==> src/rtl/min_pkg.sv <==
// MIN protocol framing constants, FSM states and CRC helpers
// shared by the transmitter and the planned receiver.
package min_pkg;

  localparam logic [7:0]  MIN_SOF          = 8'hAA;
  localparam logic [7:0]  MIN_EOF          = 8'h55;
  localparam logic [7:0]  MIN_STUFF        = 8'h55;
  localparam logic [31:0] CRC32_POLY       = 32'h04C11DB7;
  localparam logic [31:0] CRC32_INIT       = 32'hFFFFFFFF;
  localparam int          ID_TRANSPORT_BIT = 7;

  typedef enum logic [2:0] {
    ST_IDLE,
    ST_SOF,
    ST_ID,
    ST_SEQ,
    ST_LEN,
    ST_PAY,
    ST_CRC,
    ST_EOF
  } min_state_e;

  function automatic logic [31:0] reflect32(input logic [31:0] v);
    logic [31:0] r;
    for (int i = 0; i < 32; i++) r[i] = v[31-i];
    return r;
  endfunction

endpackage

==> src/rtl/min_crc32_byte.sv <==
// One byte step of the reflected CRC-32 (LSB-first shift register).
// Purely combinational so tx and rx can share it.
module min_crc32_byte
  import min_pkg::*;
(
  input  logic [31:0] crc_in,
  input  logic [7:0]  data_in,
  output logic [31:0] crc_out
);

  localparam logic [31:0] POLY_R = reflect32(CRC32_POLY);

  logic [31:0] c;

  always_comb begin
    c = crc_in ^ {24'h0, data_in};
    for (int b = 0; b < 8; b++) begin
      c = c[0] ? ((c >> 1) ^ POLY_R) : (c >> 1);
    end
    crc_out = c;
  end

endmodule

==> src/rtl/min_frame_tx.sv <==
// MIN frame transmitter: SOF, header, payload, CRC-32, EOF with
// byte stuffing, streamed over a registered valid/ready byte port.
module min_frame_tx
  import min_pkg::*;
#(
  parameter int MAX_PAYLOAD  = 32,
  parameter int LEN_W        = $clog2(MAX_PAYLOAD + 1),
  parameter bit TRANSPORT_EN = 1'b0
) (
  input  logic                     i_clk,
  input  logic                     i_rst,
  input  logic                     i_start,
  output logic                     o_ready,
  input  logic [5:0]               i_id,
  input  logic                     i_transport,
  input  logic [7:0]               i_seq,
  input  logic [LEN_W-1:0]         i_len,
  input  logic [8*MAX_PAYLOAD-1:0] i_data,
  output logic                     o_valid,
  output logic [7:0]               o_data,
  input  logic                     i_ready,
  output logic                     o_done,
  output logic                     o_err
);

  localparam logic [LEN_W-1:0] MAX_LEN = LEN_W'(MAX_PAYLOAD);

  min_state_e state_q, state_d;

  logic [1:0]  sof_q, sof_d;
  logic [1:0]  crc_cnt_q, crc_cnt_d;
  logic [1:0]  run_q, run_d, run_nx;
  logic        stuff_q, stuff_d;
  logic [LEN_W-1:0] idx_q, idx_d;
  logic [LEN_W-1:0] len_q, pay_sel;
  logic [31:0] crc_q, crc_d, crc_step, crc_nx, crc_fin;
  logic [7:0]  data_d, id_byte, pay_byte, crc_sel;
  logic        valid_d, done_d, err_d;

  logic [5:0]  id_q;
  logic        tr_q, tr_in;
  logic [7:0]  seq_q;
  logic [8*MAX_PAYLOAD-1:0] data_q;

  logic xfer, len_ok, accept, covered, region;

  assign tr_in   = TRANSPORT_EN ? i_transport : 1'b0;
  assign o_ready = (state_q == ST_IDLE);
  assign len_ok  = (i_len <= MAX_LEN);
  assign accept  = i_start && o_ready && len_ok;
  assign xfer    = o_valid && i_ready;

  // Stuff bytes never feed the CRC; only header and payload do.
  assign covered = !stuff_q &&
    (state_q inside {ST_ID, ST_SEQ, ST_LEN, ST_PAY});
  assign region  =
    (state_q inside {ST_ID, ST_SEQ, ST_LEN, ST_PAY, ST_CRC});
  assign run_nx  = (stuff_q || o_data != MIN_SOF) ? 2'd0
                                                  : run_q + 2'd1;

  min_crc32_byte u_crc (
    .crc_in  (crc_q),
    .data_in (o_data),
    .crc_out (crc_step)
  );

  assign crc_nx  = covered ? crc_step : crc_q;
  assign crc_fin = ~crc_nx;
  assign pay_sel = (state_q == ST_PAY) ? idx_q + 1'b1 : '0;

  always_comb begin
    id_byte = 8'(id_q);
    id_byte[ID_TRANSPORT_BIT] = tr_q;
  end

  always_comb begin
    pay_byte = 8'h00;
    for (int k = 0; k < MAX_PAYLOAD; k++) begin
      if (pay_sel == LEN_W'(k)) begin
        pay_byte = data_q[8*(MAX_PAYLOAD-k)-1 -: 8];
      end
    end
  end

  always_comb begin
    unique case (crc_cnt_q)
      2'd0:    crc_sel = crc_fin[23:16];
      2'd1:    crc_sel = crc_fin[15:8];
      default: crc_sel = crc_fin[7:0];
    endcase
  end

  always_comb begin
    state_d   = state_q;
    sof_d     = sof_q;
    idx_d     = idx_q;
    crc_cnt_d = crc_cnt_q;
    run_d     = run_q;
    stuff_d   = stuff_q;
    crc_d     = crc_q;
    data_d    = o_data;
    valid_d   = o_valid;
    done_d    = 1'b0;
    err_d     = 1'b0;
    if (state_q == ST_IDLE) begin
      if (i_start && !len_ok) err_d = 1'b1;
      if (accept) begin
        state_d   = ST_SOF;
        sof_d     = 2'd0;
        idx_d     = '0;
        crc_cnt_d = 2'd0;
        run_d     = 2'd0;
        stuff_d   = 1'b0;
        crc_d     = CRC32_INIT;
        data_d    = MIN_SOF;
        valid_d   = 1'b1;
      end
    end else if (xfer) begin
      crc_d = crc_nx;
      if (region) run_d = run_nx;
      // State stays put across a stuff byte, so the
      // advance below resumes from the pre-stuff field.
      if (region && run_nx == 2'd2) begin
        stuff_d = 1'b1;
        data_d  = MIN_STUFF;
      end else begin
        stuff_d = 1'b0;
        case (state_q)
          ST_SOF: begin
            if (sof_q == 2'd2) begin
              state_d = ST_ID;
              data_d  = id_byte;
            end else begin
              sof_d  = sof_q + 2'd1;
              data_d = MIN_SOF;
            end
          end
          ST_ID: begin
            if (tr_q) begin
              state_d = ST_SEQ;
              data_d  = seq_q;
            end else begin
              state_d = ST_LEN;
              data_d  = 8'(len_q);
            end
          end
          ST_SEQ: begin
            state_d = ST_LEN;
            data_d  = 8'(len_q);
          end
          ST_LEN: begin
            if (len_q == '0) begin
              state_d   = ST_CRC;
              crc_cnt_d = 2'd0;
              data_d    = crc_fin[31:24];
            end else begin
              state_d = ST_PAY;
              idx_d   = '0;
              data_d  = pay_byte;
            end
          end
          ST_PAY: begin
            if (idx_q == len_q - 1'b1) begin
              state_d   = ST_CRC;
              crc_cnt_d = 2'd0;
              data_d    = crc_fin[31:24];
            end else begin
              idx_d  = idx_q + 1'b1;
              data_d = pay_byte;
            end
          end
          ST_CRC: begin
            if (crc_cnt_q == 2'd3) begin
              state_d = ST_EOF;
              data_d  = MIN_EOF;
            end else begin
              crc_cnt_d = crc_cnt_q + 2'd1;
              data_d    = crc_sel;
            end
          end
          ST_EOF: begin
            state_d = ST_IDLE;
            valid_d = 1'b0;
            data_d  = 8'h00;
            done_d  = 1'b1;
          end
          default: ;
        endcase
      end
    end
  end

  always_ff @(posedge i_clk) begin
    if (i_rst) begin
      state_q   <= ST_IDLE;
      sof_q     <= 2'd0;
      idx_q     <= '0;
      crc_cnt_q <= 2'd0;
      run_q     <= 2'd0;
      stuff_q   <= 1'b0;
      crc_q     <= CRC32_INIT;
      o_data    <= 8'h00;
      o_valid   <= 1'b0;
      o_done    <= 1'b0;
      o_err     <= 1'b0;
      id_q      <= 6'h00;
      tr_q      <= 1'b0;
      seq_q     <= 8'h00;
      len_q     <= '0;
      data_q    <= '0;
    end else begin
      state_q   <= state_d;
      sof_q     <= sof_d;
      idx_q     <= idx_d;
      crc_cnt_q <= crc_cnt_d;
      run_q     <= run_d;
      stuff_q   <= stuff_d;
      crc_q     <= crc_d;
      o_data    <= data_d;
      o_valid   <= valid_d;
      o_done    <= done_d;
      o_err     <= err_d;
      if (accept) begin
        id_q   <= i_id;
        tr_q   <= tr_in;
        seq_q  <= i_seq;
        len_q  <= i_len;
        data_q <= i_data;
      end
    end
  end

endmodule

==> config.mk <==
export PLATFORM = sky130hd
export DESIGN_NAME = min_frame_tx
export DESIGN_NICKNAME = d
export VERILOG_FILES = /design/src/rtl/min_pkg.sv /design/src/rtl/min_crc32_byte.sv /design/src/rtl/min_frame_tx.sv
export SDC_FILE = /design/constraint.sdc
export NUM_CORES = 1
export LEC_CHECK = 0
export ABC_AREA = 1
export CAP_MARGIN = 20
export CORE_MARGIN = 2
export CORE_UTILIZATION = 55
export CTS_BUF_LIST = sky130_fd_sc_hd__clkbuf_16
export DETAILED_ROUTE_END_ITERATION = 8
export DONT_BUFFER_PORTS = 1
export PLACE_DENSITY = 0.7
export SYNTH_ARGS = -nofsm -noshare
export SYNTH_HDL_FRONTEND = slang
export SYNTH_SLANG_ARGS = --single-unit
export TNS_END_PERCENT = 10
==> constraint.sdc <==
create_clock -name i_clk -period 5.6 [get_ports i_clk]
set_input_delay 1.4 -clock i_clk [delete_from_list [all_inputs] [get_ports i_clk]]
set_output_delay 1.4 -clock i_clk [all_outputs]
set_load 0.1 [all_outputs]
### Word level (Yosys, flattened, before mapping)

Index checks and enable logic that the tools add are counted.

* $lt $le $gt $ge: 1
* bitwise gates (word level): 12
* add/sub/neg operators: 5
* equal/unequal tests: 54
* reduce and logical (&&, ||, !) cells: 34
* multiplexer cells: 99

Operators with widths (count)
* $mux 32: 12
* $mux 8: 40
* $not 13->14: 8
* $eq 6x5->1 const B: 16
* $eq 6x4->1 const B: 8
* $pmux 8 s6: 1
* $mux 6: 7
* $mux 2: 17
* $not 32->32: 1
* $xor 32x8->32: 1
* $eq 6x3->1 const B: 4
* $mux 3: 7
* $pmux 3 s6: 1
* $pmux 8 s2: 1
* $reduce_and 7->1: 2
* $eq 3x3->1 const B: 4
* $eq 6x2->1 const B: 2
* $logic_not 6->1: 2
* $ne 3x3->1 const B: 4
* $pmux 6 s2: 1
* $mux 1: 11
* $ne 3x2->1 const B: 3
* $reduce_bool 9->1: 1
* $ne 8x8->1 const B: 1
* other kinds (31): 50

* output and inout bits: 12
* word-level logic and storage cells: 219
* register bits: 327

### Longest topological paths before layout

Gate-level depths: netlist of the first run.

* depth in word-level cells: 40
* gate-level depth with buffers: 38
* gate-level depth less buffers: 38

### Hierarchy

A second synthesis of the first run with hierarchy kept.

* cells, all modules: 2388
* area total of the unflattened synthesis: 16156.7 sq um

Modules (own cells, without submodules)
* min_frame_tx: instances 1, cells each 2165, area an instance 14890.5 sq um, seq. area each 6546.3 sq um
* min_crc32_byte: instances 1, cells each 223, area an instance 1266.2 sq um, seq. area each 0.0 sq um

### Least setup slack after synthesis of the first run

No wires, ideal clock.

* path type: input to register
* start point: input i_len[0]
* end point: register sof_q[1]
* data required time: 5529 ps
* arrival: 3311 ps
* slack: 2218 ps
* setup time: 71 ps
* stages on the path: 11
* cells stage by stage: or2_2 > o41ai_1 > nand3_1 > inv_2 > nor2_1 > inv_1 > nand2_1 > inv_1 > o211ai_1 > or3_1 > a21oi_1

* longest elaborated chain between the ends: 4

Ends and longest elaborated chain
* from (decl): line min_frame_tx.sv:17 `input logic [LEN_W-1:0] i_len,`
* $le 6x6->1: line min_frame_tx.sv:49 `assign len_ok = (i_len <= MAX_LEN);`
* $logic_and 1x1->1: line min_frame_tx.sv:50 `assign accept = i_start && o_ready && len_ok;`
* $ne 2x1->1 (no source line)
* $reduce_and 5->1 (no source line)
* to (signal assigned): line min_frame_tx.sv:196 `sof_q <= 2'd0;`
* to (signal assigned): line min_frame_tx.sv:213 `sof_q <= sof_d;`
* to (decl): line min_frame_tx.sv:30 `logic [1:0] sof_q, sof_d;`

Every way passes these cells.
A chain may end at the register's enable or synchronous reset.

### Worst setup path after layout of the first run

* start point: register idx_q[0]
* end point: register o_data[2]

* longest elaborated chain between the ends: 40

Ends and longest elaborated chain
* from (decl): line min_frame_tx.sv:34 `logic [LEN_W-1:0] idx_q, idx_d;`
* from (signal assigned): line min_frame_tx.sv:214 `idx_q <= idx_d;`
* $add 6x1->6: line min_frame_tx.sv:69 `assign pay_sel = (state_q == ST_PAY) ? idx_q + 1'b1 : '0;`
* $mux 6: line min_frame_tx.sv:69
* $logic_not 6->1: line min_frame_tx.sv:79 `if (pay_sel == LEN_W'(k)) begin`
* $mux 8 (32 in a row): line min_frame_tx.sv:79
* $mux 8 (on tied branches): line min_frame_tx.sv:163, min_frame_tx.sv:152
* $pmux 8 s6 (*): line min_frame_tx.sv:128 `case (state_q)`
* $mux 8 (*): line min_frame_tx.sv:123 `if (region && run_nx == 2'd2) begin`
* $mux 8 (*): line min_frame_tx.sv:118 `end else if (xfer) begin`
* $mux 8 (*): line min_frame_tx.sv:105 `if (state_q == ST_IDLE) begin`
* to (signal assigned): line min_frame_tx.sv:219 `o_data <= data_d;`
* to (decl): line min_frame_tx.sv:20 `output logic [7:0] o_data,`

Mark *: on every way between the ends. The rest lies on a longest branch, timed or not. The select of a mux whose other input is x is not followed.

==> results.json, run 1 <==
{
  "p_sw_share_pct": 33.9,
  "worstPathRequired_ns": 6.00,
  "tightest_slew_ns": 1.16,
  "rsz0062_at_grt": "no",
  "route.detailed.drc": 0,
  "p_per_area_nw_per_um2": 409,
  "timing.final.setup_violations": 0,
  "final_max_slew_viol_count": 0,
  "slowest_stage": "nor2_1",
  "clk_pin_slew_ns": 0.06,
  "grt_max_degree": 215,
  "hp-start": "data_q[185]$_SDFFE_PP0P_",
  "io_buffers": 0,
  "grt_usage_pct": 28.1,
  "cts-root-buf": "clkbuf_16",
  "power.leakage_nw": 6.73,
  "min_to": "data_q[185]$_SDFFE_PP0P_",
  "drt-total-wl_mm": 42.8,
  "layout-drive-gt1-share_pct": 5.31,
  "ys_seq_elements": 327,
  "p_clk_share_pct": 33.0,
  "h-tree-depth": 2,
  "place_hpwl_mm": 30.0,
  "syn_area_um2": 15600,
  "cp_slowest_stage_delay_ns": 0.65,
  "cts_tree": "done",
  "yosys-top-cells-area": "dfxtp_1, nor2_1, nand2_1, o21ai_0, a21oi_1",
  "viasPerCell": 5.45,
  "wl_per_cell_um": 16.2,
  "cts_hold_buf": 0,
  "die_w_um": 172,
  "cts_setup_buffers": 0,
  "intPower_mw": 4.58,
  "max_freq_ghz": 0.243,
  "startpoint_type": "flip-flop",
  "syn_nets": 2572,
  "ys_async_sr_fraction_pct": 0,
  "critPathCaptureType": "flip-flop",
  "fin_crit_ns": 4.12,
  "antenna_found_initial": 20,
  "synth_cell_types": 55,
  "dr.first_iter.drc_count": 866,
  "syn_area_per_cell_um2": 6.84,
  "dr_total_vias": 14400,
  "finalClockSkew_ns": 0.0121,
  "crit_fanout": 11,
  "stdcell_area_um2": 17000,
  "post-synth-top-count-cell": "nor2_1",
  "area_growth_pct": 8.71,
  "globalRoute.totalOverflow": 0,
  "gp_congestion": 0.934,
  "grt_pass1_vias": 13100,
  "criticalPathCategory": "flip-flop to flip-flop",
  "grt_pass1_wl_mm": 66.6,
  "cts.sinks": 327,
  "die_h_um": 172,
  "maxCapViolCount": 0,
  "cp.arrival_ns": 4.52,
  "clockBufferDepth": 3,
  "core-area_um2": 27900,
  "grt_use_met2_pct": 45.8,
  "placedInstanceArea_um2": 15700,
  "num_io_pins": 293,
  "cts-resized-gates": 0,
  "p_seq_share_pct": 41.9,
  "synth_edf_count": 0,
  "slew_headroom_pct": 22.5,
  "r2r_slack_ns": 1.48,
  "status": "complete, no violations",
  "met1_usage_pct": 37.7,
  "synth_cells": 2281,
  "ant_nets": 0,
  "hold_path.class": "flip-flop to flip-flop",
  "busiest_layer": "met2",
  "met3_usage_pct": 5.84,
  "synth_warnings": 0,
  "layout.nets": 2504,
  "hold_path_depth": 2,
  "r2r_cells": 32,
  "path_common_cell": "nand2_1",
  "synth_top_area_share_pct": 42.0,
  "drt_first_pass_iters": 5,
  "cts_inserted_buffers": 37,
  "power_switching_mw": 2.35,
  "clk_latency_ns": 0.51,
  "synth_commonest_cells": "nor2_1, nand2_1, dfxtp_1",
  "rows": 61,
  "r2r-end": "o_data[2]$_SDFFE_PP0P_",
  "start_util_pct": 56.0,
  "ir_worst_vdd_uv": 251,
  "tns_ns": 0,
  "yosys.area.top_type": "dfxtp_1",
  "period_share_pct": 73.6,
  "yosysSeqAreaShare_pct": 42.0,
  "hold_viol_final": 0,
  "dieArea_um2": 29700,
  "synth_flop_cell": "dfxtp_1",
  "timing.rr.start": "idx_q[0]$_SDFFE_PP0P_",
  "p_comb_share_pct": 25.2
}
metrics by stage:
stage          power, mW  utilization [%]  hold WS [ns]  instances  setup WS (ns)
3_5_place_dp        4.67             56.5         0.444       2551           1.39
3_3_place_gp        4.62             56.5         0.439       2551           1.55
2_1_floorplan       4.25                -         0.430       2281           2.22
5_1_grt             7.35             60.8         0.469       2627          0.962
4_1_cts             6.96             60.6         0.453       2616           1.48
6_report            6.93             60.8         0.452       2635           1.48
worst max-delay path by stage:
| stage | startpoint | endpoint | slack [ns] |
|---|---|---|---|
| 3_5_place_dp | i_len[0] | data_q[30]$_SDFFE_PP0P_ | 1.39 |
| 3_3_place_gp | i_len[0] | data_q[102]$_SDFFE_PP0P_ | 1.55 |
| 2_1_floorplan | i_len[0] | sof_q[1]$_SDFFE_PP0P_ | 2.22 |
| 4_1_cts | idx_q[0]$_SDFFE_PP0P_ | o_data[2]$_SDFFE_PP0P_ | 1.48 |
| 5_1_grt | idx_q[0]$_SDFFE_PP0P_ | o_data[2]$_SDFFE_PP0P_ | 0.96 |
| 6_report | idx_q[0]$_SDFFE_PP0P_ | o_data[2]$_SDFFE_PP0P_ | 1.48 |
registers in the layout, summed over array words and instances, names as in the netlist:
signal	count
data_q	256
crc_q	32
o_data	8
id_q	6
idx_q	6
len_q	6
state_q	3
crc_cnt_q	2
run_q	2
sof_q	2
o_done	1
o_err	1
o_valid	1
stuff_q	1
layout by cell type, fill, tap and decap left out, types with 3 or more instances in the layout:
cell and n:
nand4_1 17, inv_6 3, o22ai_1 26, ha_1 10, clkbuf_16 39, nor3_1 14, clkinv_1 10, a21oi_1 188
nand2_1 431, inv_1 136, buf_4 11, a211oi_1 8, a221oi_1 3, nand2_2 4, nand3_1 62, dfxtp_1 327
or2_2 9, nor2_4 7, or2_0 3, nor2_1 470, clkinv_2 6, o21ai_0 315, nand3_4 3, nor2_2 10
xnor2_1 26, xor2_1 49, o221ai_1 5, inv_2 8, diode_2 18
metal layers:
metal,wire (µm),share of wire (%)
met5,48,0.11
met4,1010,2.4
met3,3010,7.0
met2,19400,45
met1,19300,45
worst max-delay path: cells and delay by family (launching register included):
family / cells / cell delay [ns]
and+or+nand+nor: 28 / 3.08
DFF: 1 / 0.49
adders and majority gates: 1 / 0.22
buffers and inverters: 2 / 0.17
AOI/OAI and AO/OA: 1 / 0.06
power groups by stage:
stage / sequential, mW / combinational, mW / clock (mW)
2_1_floorplan: 2.92 / 1.33 / 0
3_3_place_gp: 2.94 / 1.68 / 0
3_5_place_dp: 2.95 / 1.72 / 0
4_1_cts: 2.90 / 1.73 / 2.32
5_1_grt: 2.94 / 1.98 / 2.43
6_report: 2.90 / 1.74 / 2.29
kinds of logic (layout without fill, tap and decap cells):
| group | after synthesis | after routing | synth area share (%) |
|---|---|---|---|
| buffers and inverters | 263 | 221 | 6.54 |
| flip-flops | 327 | 327 | 42.0 |
| adder cells (fa/ha/maj) | 10 | 10 | 0.802 |
| XOR/XNOR | 77 | 77 | 4.49 |
| other | 0 | 18 | 0 |
| AND/OR/NAND/NOR | 1043 | 1043 | 27.4 |
| AO/OA/AOI/OAI | 561 | 561 | 18.8 |
layout make-up:
type	instances	area (µm²)
Clock inverter	26	164
Multi-Input combinational cell	1691	8040
Timing Repair Buffer	14	150
Sequential cell	327	6550
Inverter	142	553
Antenna cell	18	45.0
Tap cell	378	473
Fill cell	2649	10900
Clock buffer	39	976
Note: power is estimated with default switching activity, not from simulation.
==> inputs of run 2 (changes only) <==
clock period = 4.35 ns   (was 5.6 ns; I/O delays follow)
==> run 2 against run 1 <==
Total power grew 28%. Critical path depth is the same. Die area did not move. Design area is 0.37% higher. Combinational power grew 33%. Routed wire length is 0.88% higher. Cell count grew 0.34%. Largest power group unchanged. Clock-buffer cell count shrank 2. Largest cell class unchanged. First-iteration DRC count is 29% higher. Clock power is 24% higher. Fmax is 7.7% higher.
==> results.json, run 2 (synthesized netlist as in run 1, its figures left out) <==
{
  "power.leakage_nw": 6.78,
  "cts_tree": "done",
  "largest_register_ff_count": 256,
  "p_clk_share_pct": 32.2,
  "top_register": "data_q",
  "grt_pass1_wl_mm": 65.9,
  "hold_path.class": "flip-flop to flip-flop",
  "crit_family": "simple AND/OR/NAND/NOR gates",
  "multi_input_area_um2": 8040,
  "globalRoute.totalOverflow": 0,
  "min_to": "data_q[137]$_SDFFE_PP0P_",
  "timing.hold.ws_ns": 0.453,
  "period_share_pct": 88.0,
  "p_seq_share_pct": 41.7,
  "crit_fanout": 17,
  "slew_headroom_pct": 29.8,
  "maxCapViolCount": 0,
  "cts_inserted_buffers": 36,
  "intPower_mw": 5.84,
  "r2r-end": "o_data[4]$_SDFFE_PP0P_",
  "tns_ns": 0,
  "final_max_slew_viol_count": 0,
  "ant_nets": 0,
  "final_cell_mix": "nor2_1, nand2_1, dfxtp_1",
  "layout-drive-gt1-share_pct": 6.08,
  "grt_pass1_vias": 13000,
  "clk_pin_slew_ns": 0.06,
  "grt_max_degree": 198,
  "p_sw_share_pct": 34.2,
  "criticalPathCategory": "flip-flop to flip-flop",
  "ir_worst_vdd_uv": 394,
  "die_h_um": 172,
  "h-tree-depth": 2,
  "dr_total_vias": 14500,
  "crit_buf_inv": 0,
  "path_common_cell": "nand2_1",
  "dieArea_um2": 29700,
  "clk_latency_ns": 0.51,
  "grt_usage_pct": 27.9,
  "layout.nets": 2519,
  "core-area_um2": 27900,
  "hp-start": "data_q[137]$_SDFFE_PP0P_",
  "timing.final.setup_violations": 0,
  "rsz0062_at_grt": "no",
  "worstPathRequired_ns": 4.75,
  "hold_viol_final": 0,
  "viasPerCell": 5.49,
  "cts-root-buf": "clkbuf_16",
  "ff_latch_area_um2": 6550,
  "cp_slowest_stage_delay_ns": 0.41,
  "top_regs": "data_q (256), crc_q (32), o_data (8)",
  "slowest_stage": "dfxtp_1",
  "drt_first_pass_iters": 6,
  "drt-total-wl_mm": 43.1,
  "layout_commonest_cell": "nor2_1",
  "wl_per_cell_um": 16.3,
  "critPathCaptureType": "flip-flop",
  "stdcell_area_um2": 17000,
  "io_buffers": 0,
  "clockBufferDepth": 3,
  "max_freq_ghz": 0.261,
  "num_io_pins": 293,
  "dr.first_iter.drc_count": 1113,
  "cp.arrival_ns": 4.23,
  "start_util_pct": 56.0,
  "power_switching_mw": 3.03,
  "r2r_slack_ns": 0.52,
  "placedInstanceArea_um2": 15900,
  "area_growth_pct": 9.12,
  "p_per_area_nw_per_um2": 521,
  "place_hpwl_mm": 30.5,
  "fin_cells": 2644,
  "placed_cells": 2568,
  "antenna_found_initial": 16,
  "fillCellCount": 2679,
  "rows": 61,
  "status": "complete, no violations",
  "timing.rr.start": "idx_q[1]$_SDFFE_PP0P_",
  "hold_path_depth": 2,
  "p_comb_share_pct": 26.1,
  "fin_crit_ns": 3.83,
  "route.detailed.drc": 0,
  "r2r_cells": 32,
  "tightest_slew_ns": 1.05,
  "gp_congestion": 0.940,
  "die_w_um": 172,
  "cts.sinks": 327,
  "startpoint_type": "flip-flop",
  "finalClockSkew_ns": 0.00825
}
==> run 2: cell types whose count changed in the layout (fill, tap and decap cells not counted), moves of 3 or more <==
cell      previous run  this run
buf_4               11        26
clkinv_1            10        13
clkinv_2             6        11
diode_2             18        12
inv_1              136       131
==> run 2: power groups by stage <==
stage	registers (mW)	logic, mW	clock network (mW)
2_1_floorplan	3.76	1.72	0
3_3_place_gp	3.74	2.24	0
3_5_place_dp	3.76	2.29	0
4_1_cts	3.69	2.30	2.90
5_1_grt	3.75	2.60	3.03
6_report	3.70	2.31	2.85
==> run 2: worst max path at each step <==
stage	cells past startpoint	from	endpoint
final	32	idx_q[1]$_SDFFE_PP0P_	o_data[4]$_SDFFE_PP0P_
after floorplan	14	o_data[6]$_SDFFE_PP0P_	o_data[2]$_SDFFE_PP0P_
after global routing	30	idx_q[1]$_SDFFE_PP0P_	o_data[5]$_SDFFE_PP0P_
after global placement	32	idx_q[0]$_SDFFE_PP0P_	o_data[4]$_SDFFE_PP0P_
after detailed placement	30	idx_q[0]$_SDFFE_PP0P_	o_data[5]$_SDFFE_PP0P_
after CTS	32	idx_q[0]$_SDFFE_PP0P_	o_data[4]$_SDFFE_PP0P_
==> run 2: metrics by stage <==
step / setup slack [ns] / util [%] / total power, mW
global placement: 0.538 / 57.0 / 5.98
global route: 0.0198 / 61.0 / 9.38
floorplan: 1.26 / - / 5.47
detailed placement: 0.489 / 57.0 / 6.04
finish: 0.523 / 61.1 / 8.87
CTS: 0.453 / 61.0 / 8.89
==> run 2: worst register-to-register path, delay by kind of cell (launching register included) <==
kind / cells / cell delay, ns
AND/OR/NAND/NOR: 28 / 2.68
AO/OA/AOI/OAI: 3 / 0.46
flip-flops: 1 / 0.41
adder cells (fa/ha/maj): 1 / 0.20
==> run 2: layout make-up <==
cell class,instances,area share (%)
Inverter,142,3.25
Timing Repair Buffer,30,1.62
Clock buffer,37,5.44
Antenna cell,12,0.176
Tap cell,378,2.78
Sequential cell,327,38.5
Clock inverter,27,0.971
Multi-Input combinational cell,1691,47.3
==> run 2: repair_timing <==
item / in CTS / in global routing
hold buffers: 0 / 0
setup buffers: 0 / 0
resized for setup: 0 / 1
setup endpoints to repair: 0 / 2
==> run 2: layer usage <==
layer	wire length, µm	global-route usage (%)
met1	19100	37.2
met2	19800	45.8
met3	3170	5.38
met4	968	8.55
met5	54	0
